$ cat src/rtl/apo_inject_queue_if.sv
// apo_inject_queue_if
// Bundles everything that passes between the compute node, the injection
// queue and the router's in_free port.
//   master : compute node / router / observer side
//   slave  : the injection queue
// Signals:
//   req_valid, req_dest   node offers a destination node number
//   req_ready             queue can take a request (not full)
//   link_busy             valid flags of in_r1R, in_r2R, in_r1L, in_r2L
//   out_free              packet towards the router's in_free
//   err_dest              one-cycle pulse: out-of-range destination dropped
//   q_level               current FIFO occupancy
//   inj_count             packets injected (wrapping)
//   stall_count           READY cycles blocked by link traffic (saturating)
interface apo_inject_queue_if #(
    parameter int K     = 4,
    parameter int N2    = 9,
    parameter int DEPTH = 4
);
    logic                     req_valid;
    logic [K-1:0]             req_dest;
    logic                     req_ready;
    logic [3:0]               link_busy;
    logic [N2-1:0]            out_free;
    logic                     err_dest;
    logic [$clog2(DEPTH):0]   q_level;
    logic [7:0]               inj_count;
    logic [7:0]               stall_count;

    modport master (
        output req_valid, req_dest, link_busy,
        input  req_ready, out_free, err_dest, q_level, inj_count, stall_count
    );

    modport slave (
        input  req_valid, req_dest, link_busy,
        output req_ready, out_free, err_dest, q_level, inj_count, stall_count
    );
endinterface

$ cat src/rtl/apo_inject_queue.sv
// apo_inject_queue
// Injection stage in front of the circulant router's compute-node port.
// Destinations from the node are buffered in a small FIFO and released as
// single-cycle packets {1'b1, zeros, dest}, but only while every neighbour
// link is idle, because in_free wins arbitration inside the router and would
// otherwise displace transit traffic. After each injection a fixed number of
// idle cycles is enforced.
// Ports:
//   clk  : single clock, all state on the rising edge
//   rst  : synchronous, active-high reset
//   bus  : apo_inject_queue_if.slave (request handshake, link status,
//          packet output, error pulse and statistics)
module apo_inject_queue #(
    parameter int NODE_COUNT = 9,
    parameter int K          = 4,
    parameter int N2         = 9,
    parameter int DEPTH      = 4,
    parameter int GAP        = 1
) (
    input  logic                  clk,
    input  logic                  rst,
    apo_inject_queue_if.slave     bus
);

    localparam int PW         = $clog2(DEPTH);
    localparam int CW         = PW + 1;
    localparam int PADW       = N2 - 1 - K;
    localparam int GW         = (GAP < 2) ? 1 : $clog2(GAP);
    localparam int GAP_LOAD_I = (GAP > 0) ? GAP - 1 : 0;
    localparam logic [GW-1:0] GAP_LOAD   = GAP_LOAD_I[GW-1:0];
    localparam logic [K:0]    NODE_LIMIT = NODE_COUNT[K:0];

    typedef enum logic [1:0] {
        S_IDLE,
        S_READY,
        S_GAP
    } state_t;

    state_t          state_q;
    logic [GW-1:0]   gapCnt_q;

    logic [K-1:0]    mem_q [DEPTH];
    logic [PW-1:0]   wrPtr_q;
    logic [PW-1:0]   rdPtr_q;
    logic [CW-1:0]   count_q;

    logic            errDest_q;
    logic [7:0]      injCount_q;
    logic [7:0]      stallCount_q;

    logic            full;
    logic            linksFree;
    logic            accept;
    logic            destOk;
    logic            push;
    logic            pop;
    logic            blocked;
    logic [K-1:0]    head;

    // Handshake and injection decisions. Full blocks acceptance even if the
    // head is popped in the same cycle, so there is no push-through.
    always_comb begin
        full      = (count_q == CW'(DEPTH));
        linksFree = (bus.link_busy == 4'b0000);
        accept    = bus.req_valid && !full;
        destOk    = ({1'b0, bus.req_dest} < NODE_LIMIT);
        push      = accept && destOk;
        pop       = (state_q == S_READY) && linksFree;
        blocked   = (state_q == S_READY) && !linksFree;
        head      = mem_q[rdPtr_q];
    end

    // out_free follows link_busy combinationally while a head is waiting.
    assign bus.req_ready   = !full;
    assign bus.out_free    = pop ? {1'b1, {PADW{1'b0}}, head} : '0;
    assign bus.err_dest    = errDest_q;
    assign bus.q_level     = count_q;
    assign bus.inj_count   = injCount_q;
    assign bus.stall_count = stallCount_q;

    // FIFO storage. Pointers wrap naturally because DEPTH is a power of two;
    // storage itself is not cleared on reset, the zeroed pointers discard it.
    always_ff @(posedge clk) begin
        if (rst) begin
            wrPtr_q <= '0;
            rdPtr_q <= '0;
            count_q <= '0;
        end else begin
            if (push) begin
                mem_q[wrPtr_q] <= bus.req_dest;
                wrPtr_q        <= wrPtr_q + 1'b1;
            end
            if (pop) begin
                rdPtr_q <= rdPtr_q + 1'b1;
            end
            case ({push, pop})
                2'b10:   count_q <= count_q + CW'(1);
                2'b01:   count_q <= count_q - CW'(1);
                default: count_q <= count_q;
            endcase
        end
    end

    // Injection state machine. IDLE and GAP look only at the registered
    // occupancy, so an entry pushed this cycle is never bypassed to the router.
    always_ff @(posedge clk) begin
        if (rst) begin
            state_q  <= S_IDLE;
            gapCnt_q <= '0;
        end else begin
            case (state_q)
                S_IDLE: begin
                    if (count_q != '0) begin
                        state_q <= S_READY;
                    end
                end
                S_READY: begin
                    if (pop) begin
                        if (GAP > 0) begin
                            state_q  <= S_GAP;
                            gapCnt_q <= GAP_LOAD;
                        end else if (count_q > CW'(1)) begin
                            state_q <= S_READY;
                        end else begin
                            state_q <= S_IDLE;
                        end
                    end
                end
                S_GAP: begin
                    if (gapCnt_q == '0) begin
                        state_q <= (count_q != '0) ? S_READY : S_IDLE;
                    end else begin
                        gapCnt_q <= gapCnt_q - 1'b1;
                    end
                end
                default: begin
                    state_q  <= S_IDLE;
                    gapCnt_q <= '0;
                end
            endcase
        end
    end

    // Error pulse and statistics. The injection counter wraps, the stall
    // counter sticks at its maximum.
    always_ff @(posedge clk) begin
        if (rst) begin
            errDest_q    <= 1'b0;
            injCount_q   <= 8'd0;
            stallCount_q <= 8'd0;
        end else begin
            errDest_q <= accept && !destOk;
            if (pop) begin
                injCount_q <= injCount_q + 8'd1;
            end
            if (blocked && (stallCount_q != 8'hFF)) begin
                stallCount_q <= stallCount_q + 8'd1;
            end
        end
    end

endmodule

$ cat src/flat_wrapper.sv
// flat-port wrapper written by rule: the top's interface ports become plain ports
module apo_inject_queue_flat 
#(
    parameter int NODE_COUNT = 9,
    parameter int K          = 4,
    parameter int N2         = 9,
    parameter int DEPTH      = 4,
    parameter int GAP        = 1
)
  (clk, rst, bus_req_valid, bus_req_dest, bus_link_busy, bus_req_ready, bus_out_free, bus_err_dest, bus_q_level, bus_inj_count, bus_stall_count);
  apo_inject_queue_if #(.K(K), .N2(N2), .DEPTH(DEPTH)) bus_i ();
  input  logic clk;
  input  logic rst;
  input wire logic [$bits(bus_i.req_valid)-1:0] bus_req_valid;
  input wire logic [$bits(bus_i.req_dest)-1:0] bus_req_dest;
  input wire logic [$bits(bus_i.link_busy)-1:0] bus_link_busy;
  output wire logic [$bits(bus_i.req_ready)-1:0] bus_req_ready;
  output wire logic [$bits(bus_i.out_free)-1:0] bus_out_free;
  output wire logic [$bits(bus_i.err_dest)-1:0] bus_err_dest;
  output wire logic [$bits(bus_i.q_level)-1:0] bus_q_level;
  output wire logic [$bits(bus_i.inj_count)-1:0] bus_inj_count;
  output wire logic [$bits(bus_i.stall_count)-1:0] bus_stall_count;
  assign bus_i.req_valid = bus_req_valid;
  assign bus_i.req_dest = bus_req_dest;
  assign bus_i.link_busy = bus_link_busy;
  assign bus_req_ready = bus_i.req_ready;
  assign bus_out_free = bus_i.out_free;
  assign bus_err_dest = bus_i.err_dest;
  assign bus_q_level = bus_i.q_level;
  assign bus_inj_count = bus_i.inj_count;
  assign bus_stall_count = bus_i.stall_count;
  apo_inject_queue #(.NODE_COUNT(NODE_COUNT), .K(K), .N2(N2), .DEPTH(DEPTH), .GAP(GAP)) u_core (.clk(clk), .rst(rst), .bus(bus_i));
endmodule
$ cat config.mk
export PLATFORM = sky130hd
export DESIGN_NAME = apo_inject_queue_flat
export DESIGN_NICKNAME = d
export VERILOG_FILES = /design/src/rtl/apo_inject_queue_if.sv /design/src/rtl/apo_inject_queue.sv /design/src/flat_wrapper.sv
export SDC_FILE = /design/constraint.sdc
export NUM_CORES = 1
export LEC_CHECK = 0
export BUFFER_PORTS_ARGS = -buffer_cell sky130_fd_sc_hd__buf_2
export CORE_ASPECT_RATIO = 0.8
export CORE_MARGIN = 2
export CORE_UTILIZATION = 48
export CTS_CLUSTER_DIAMETER = 100
export CTS_CLUSTER_SIZE = 25
export DETAILED_ROUTE_END_ITERATION = 6
export GPL_ROUTABILITY_DRIVEN = 0
export PLACE_DENSITY = 0.74
export SETUP_SLACK_MARGIN = 0.5
export SYNTH_ARGS = -nofsm -noshare
export SYNTH_HDL_FRONTEND = slang
export SYNTH_SLANG_ARGS = --single-unit
$ cat constraint.sdc
create_clock -name clk -period 2.21 [get_ports clk]
set_input_delay 0.3315 -clock clk [delete_from_list [all_inputs] [get_ports clk]]
set_output_delay 0.3315 -clock clk [all_outputs]
set_load 0.1 [all_outputs]
Yosys cells after proc, flatten, opt, wreduce, memory -nomap -nowiden
Memories as Yosys holds them, arrays and structs flattened. A register that Yosys moved wholly into a read port is not among the register bits.
Cells that the tools add are included.
W data, S select, Z words.

word-level totals
  flip-flop bits (word level) = 27
  memory bits (writable) = 16
  memories kept = 1

memory list
  memory        words  bits a word  read ports  clocked after Yosys merged registers in  write ports  RTL line                RTL
  u_core.mem_q  4      4            1           1                                        1            apo_inject_queue.sv:42  logic [K-1:0] mem_q [DEPTH];

cells by class
  bitwise operators = 1
  eq/ne operators = 9
  muxes and demuxes = 15
  reduce and logical (&&, ||, !) cells = 15
  magnitude comparators = 1
  add/subtract/negate cells = 7

operators with widths
  cell                   number
  $add A8 B1 Y8 const B  2
  $mux W2                5
  $mux W9                1
  $ne A8 B8 Y1 const B   1
  $logic_and A1 B1 Y1    6
  $mux W1                6
  $pmux W2 S3            1
  $pmux W3 S2            1
  $add A2 B1 Y2 const B  2
  $eq A2 B1 Y1 const B   2
  $eq A2 B2 Y1 const B   2
  $logic_not A4 Y1       1
  $lt A4 B4 Y1 const B   1
  $ne A2 B1 Y1 const B   2
  $add A3 B1 Y3 const B  1
  $eq A3 B3 Y1 const B   1
  $logic_not A1 Y1       3
  $pmux W1 S3            1
  $reduce_and A3 Y1      1
  $reduce_bool A3 Y1     1
  $sub A3 B1 Y3 const B  1
  $logic_not A2 Y1       1
  $ne A2 B2 Y1 const B   1
  $reduce_and A2 Y1      1
  other kinds (3)        3

Longest topological paths before layout
  depth in word-level cells = 7
  gate-level depth with buffers = 10
  depth with buffers taken out = 9

Least setup slack after synthesis
No wires, ideal clock.

  path type = register to register
  start = register u_core.count_q[2] (netlist: u_core.bus.q_level[2])
  end = register u_core.count_q[2] (netlist: u_core.bus.q_level[2])
  path slack = -1.058 ns
  path buffers = 0
  required time = 2.140 ns
  stages on the path, launching flop included = 9
  setup time = 0.070 ns
  data arrival time = 3.198 ns
  clock period less this slack = 3.268 ns
  path through = dfxtp_1 > or3b_2 > nand3_1 > ha_1 > inv_1 > fa_1 > xor2_1 > or3_1 > a21oi_1

between the ends
  cells in the longest elaborated chain, start to end = 6
  elaborated cells on any way between the ends = 10
  classes of those cells = add/sub: 2; eq/ne: 3; mux: 1; reduce/logical: 4

RTL lines
  element                                            RTL line                RTL
  start: declaration                                 apo_inject_queue.sv:45  logic [CW-1:0] count_q;
  start signal: assignment                           apo_inject_queue.sv:97  2'b10: count_q <= count_q + CW'(1);
  start signal: assignment                           apo_inject_queue.sv:98  2'b01: count_q <= count_q - CW'(1);
  start signal: assignment                           apo_inject_queue.sv:99  default: count_q <= count_q;
  $eq A3 B3 Y1 *                                     apo_inject_queue.sv:63  full = (count_q == CW'(DEPTH));
  $logic_not A1 Y1 *                                 --
  via bus_req_ready                                  flat_wrapper.sv:17      output wire logic [$bits(bus_i.req_ready)-1:0] bus_req_ready;
  $logic_and A1 B1 Y1 *                              apo_inject_queue.sv:65  accept = bus.req_valid && !full;
  $logic_and A1 B1 Y1 *                              apo_inject_queue.sv:67  push = accept && destOk;
  $eq A2 B1 Y1 or $eq A2 B2 Y1 (tied branches)       apo_inject_queue.sv:96  case ({push, pop})
  $pmux W3 S2 or $reduce_bool A2 Y1 (tied branches)  --

The timed path passes the listed nets; every way through them passes the cells marked *.
A chain may end at the register's enable or synchronous reset.

Worst setup path in the final report
  start = register u_core.count_q[2] (netlist: u_core.bus.q_level[2])
  end = register u_core.count_q[2] (netlist: u_core.bus.q_level[2])

between the ends
  cells in the longest elaborated chain, start to end = 6
  elaborated cells on any way between the ends = 10
  classes of those cells = add/sub: 2; eq/ne: 3; mux: 1; reduce/logical: 4

RTL lines
  element                                            RTL line
  $eq A3 B3 Y1                                       apo_inject_queue.sv:63
  $logic_not A1 Y1                                   apo_inject_queue.sv:65
  $logic_and A1 B1 Y1                                apo_inject_queue.sv:65
  $logic_and A1 B1 Y1                                apo_inject_queue.sv:67
  $eq A2 B1 Y1 or $eq A2 B2 Y1 (tied branches)       apo_inject_queue.sv:96
  $pmux W3 S2 or $reduce_bool A2 Y1 (tied branches)  --

Parallel ways exist; a longest one is shown, timed or not.

==> impl_metrics.json <==
{
  "status": "finished clean",
  "root_buffer": "clkbuf_8",
  "synth_mux_area_frac": 0.0613,
  "yosysUniqueCellTypes": 36,
  "synth.top_cell.area_share": 0.286,
  "synth_simple_gate_area_share": 0.198,
  "synth_area_um2": 1960,
  "fillers": 306,
  "synth.area.top_cells": "dfxtp_1 (29%), edfxtp_1 (25%), mux4_2 (4.6%)",
  "nNetsFinal": 242,
  "synth_edf_count": 16,
  "yosys_warnings": 0,
  "crit_path_end_kind": "flip-flop",
  "leakagePower_nw": 0.984,
  "min_period_ns": 1.99,
  "startpoint_type": "flip-flop",
  "hold_violations": 0,
  "synth_area_leader_cell": "dfxtp_1",
  "io_pins": 41,
  "insertedDiodeCount": 0,
  "cp.arrival_ns": 2.21,
  "startpoint": "u_core.bus.q_level[2]$_SDFFE_PP0P_",
  "grt_pass1_wl_mm": 5.92,
  "viasPerCell": 4.98,
  "multi_input_area_um2": 901,
  "grt_overflow": 0,
  "syn_inst": 178,
  "final_cells": 279,
  "final_max_slew_viol_count": 0,
  "dp_cells": 267,
  "synthArstFlopShare": 0,
  "rr_startpoint": "u_core.bus.q_level[2]$_SDFFE_PP0P_",
  "drive_gt1_frac": 0.406,
  "path_clk_slew_ns": 0.08,
  "cp_slowest_stage_delay_ns": 0.40,
  "vias": 1390,
  "period_share": 0.901,
  "peakVddDrop_v": 0.000414,
  "die_h_um": 61.1,
  "grt_pass1_vias": 1335,
  "finalWirelength_mm": 3.67,
  "path_cells": "or3b_4, nand3_4, ha_4, inv_2, fa_2, xor2_1, or3_1, a21oi_1",
  "synth_top_family_by_area": "simple AND/OR/NAND/NOR gates",
  "synth_compound_area_frac": 0.0441,
  "fmax_ghz": 0.502,
  "drv_cap": 0,
  "register_area_um2": 1080,
  "dr.pass1.iters": 4,
  "synth_common_cells": "dfxtp_1 (28), nor2_1 (23), edfxtp_1 (16), nand3_1 (10)",
  "syn_to_final_growth_pct": 29.3,
  "syn_area_per_cell_um2": 11.0,
  "htreeDepth": 2,
  "synth_xor_xnor_area_share": 0.0626,
  "final_antenna_net_count": 0,
  "cts_buffer_depth": 2,
  "crit_slowest_cell": "or3b_4",
  "rows": 20,
  "antenna_found_initial": 0,
  "synth.most_common_cell": "dfxtp_1",
  "clk_latency_ns": 0.29,
  "grt_start_max_net_pins": 29,
  "drc": 0,
  "path_max_fanout": 5,
  "postCtsHoldBufs": 0,
  "crit_type": "flip-flop to flip-flop",
  "port_buffers": 36,
  "cts_tree": "done",
  "core_area_um2": 3850,
  "finalSetupViolCount": 0,
  "wire_per_inst_um": 13.2,
  "seq_area_frac_synth": 0.532,
  "dp_hpwl_mm": 2.66,
  "setup_tns_ns": 0,
  "skew_ns": 0.00606,
  "cts_sinks": 44,
  "critPathRequiredTime_ns": 2.43,
  "die_area_um2": 4610,
  "min_path_type": "input pin to flip-flop",
  "start_util": 0.508,
  "rsz0062_at_grt": "true",
  "numCtsBuffers": 5,
  "drt_iter0_markers": 53,
  "p_per_area_nw_per_um2": 671,
  "synthAdderAreaFrac": 0.0550,
  "ys_ff_latch": 44,
  "synth_ff_type": "dfxtp_1",
  "die_w_um": 75.4,
  "track_usage": 0.175,
  "hold_path.startpoint": "bus_req_dest[1]"
}
## layout make-up
cell class                      count  share of cell area
Sequential cell                    44               0.426
Timing Repair Buffer               45               0.135
Clock inverter                      3              0.0168
Clock buffer                        5              0.0272
Tap cell                           55              0.0272
Inverter                            8              0.0119
Multi-Input combinational cell    119               0.356
## worst paths after layout
kind                                          endpoint  slack [ns]  cells past startpoint
hold / removal            u_core.mem_q[0][1]$_DFFE_PP_        0.27                      1
setup / recovery    u_core.bus.q_level[2]$_SDFFE_PP0P_        0.22                      8
hold reg to reg   u_core.bus.inj_count[1]$_SDFFE_PP0P_        0.50                      2
setup reg to reg    u_core.bus.q_level[2]$_SDFFE_PP0P_        0.22                      8
## cell families (layout without fill, tap and decap cells)
| logic type | count (synthesis) | after routing |
|---|---|---|
| buffers and inverters | 18 | 61 |
| AND/OR/NAND/NOR | 72 | 72 |
| multiplexers | 7 | 7 |
| adder cells (fa/ha/maj) | 8 | 8 |
| AO/OA/AOI/OAI | 14 | 14 |
| other | 1 | 4 |
| flip-flops | 44 | 44 |
| XOR/XNOR | 14 | 14 |
## where the power goes
part	switching (W)	leakage, nW	internal, W
clock	0.000262	0.0541	0.000334
sequential	0.0000172	0.383	0.000856
combinational	0.000167	0.547	0.0000603
total	0.000447	0.984	0.00125
## placed cells by master, fill, tap and decap left out, types with 3 or more instances in the layout
cell and instances:
a21oi_1 7, nand2_1 5, buf_12 6, conb_1 4, dfxtp_2 15, edfxtp_1 16
clkbuf_8 5, or3_1 3, xor2_1 7, mux4_2 4, o21ai_0 3, xnor2_1 7
nand3_1 9, dfxtp_4 5, and3_4 4, inv_1 6, mux2i_1 3, buf_2 30
nor3_1 8, ha_1 6, nor2_1 23, buf_4 8, and2_1 4, dfxtp_1 8
## timing repair
action	4_1_cts	5_1_grt
setup buffers	2	2
endpoints found under the setup margin	8	25
gates resized for setup	8	2
pin swaps	2	0
## flip-flops by register name, indices dropped and copies added, names as in the netlist, named ones only
signal                  cells
u_core.wrPtr_q              2
u_core.bus.stall_count      8
u_core.mem_q               16
u_core.bus.q_level          3
u_core.bus.inj_count        8
u_core.rdPtr_q              2
u_core.bus.err_dest         1
u_core.state_q              2
## worst max-delay path, delay by kind of cell (launching register included)
family                     cells  cell delay, ns
buffers and inverters          1            0.03
xor gates and xnor gates       1            0.15
adders and majority gates      2            0.46
AOI/OAI and AO/OA              1            0.12
DFF                            1            0.37
and+or+nand+nor                3            0.78
## routing by layer
layer / vias up / track usage / part of all wire / wire length [um]
li1: 703 / - / - / -
met1: 642 / 0.234 / 0.48 / 1780
met2: 39 / 0.271 / 0.45 / 1650
met3: 6 / 0.0409 / 0.052 / 190
met4: 0 / 0.0827 / 0.015 / 56
met5: - / 0 / 0 / 0
## metrics by stage
stage	area, um2	setup slack (ns)	total power [W]	hold slack [ns]	utilization
final	2530	0.220	0.00170	0.271	0.657
after global routing	2530	0.128	0.00177	0.267	0.657
after CTS	2510	0.227	0.00171	0.264	0.652
after detailed placement	2360	0.0655	0.00111	0.490	0.613
after global placement	2360	0.103	0.00111	0.475	0.613
after floorplan	2060	-0.172	0.00107	0.430	-
Note: power is estimated with default switching activity, not from simulation.
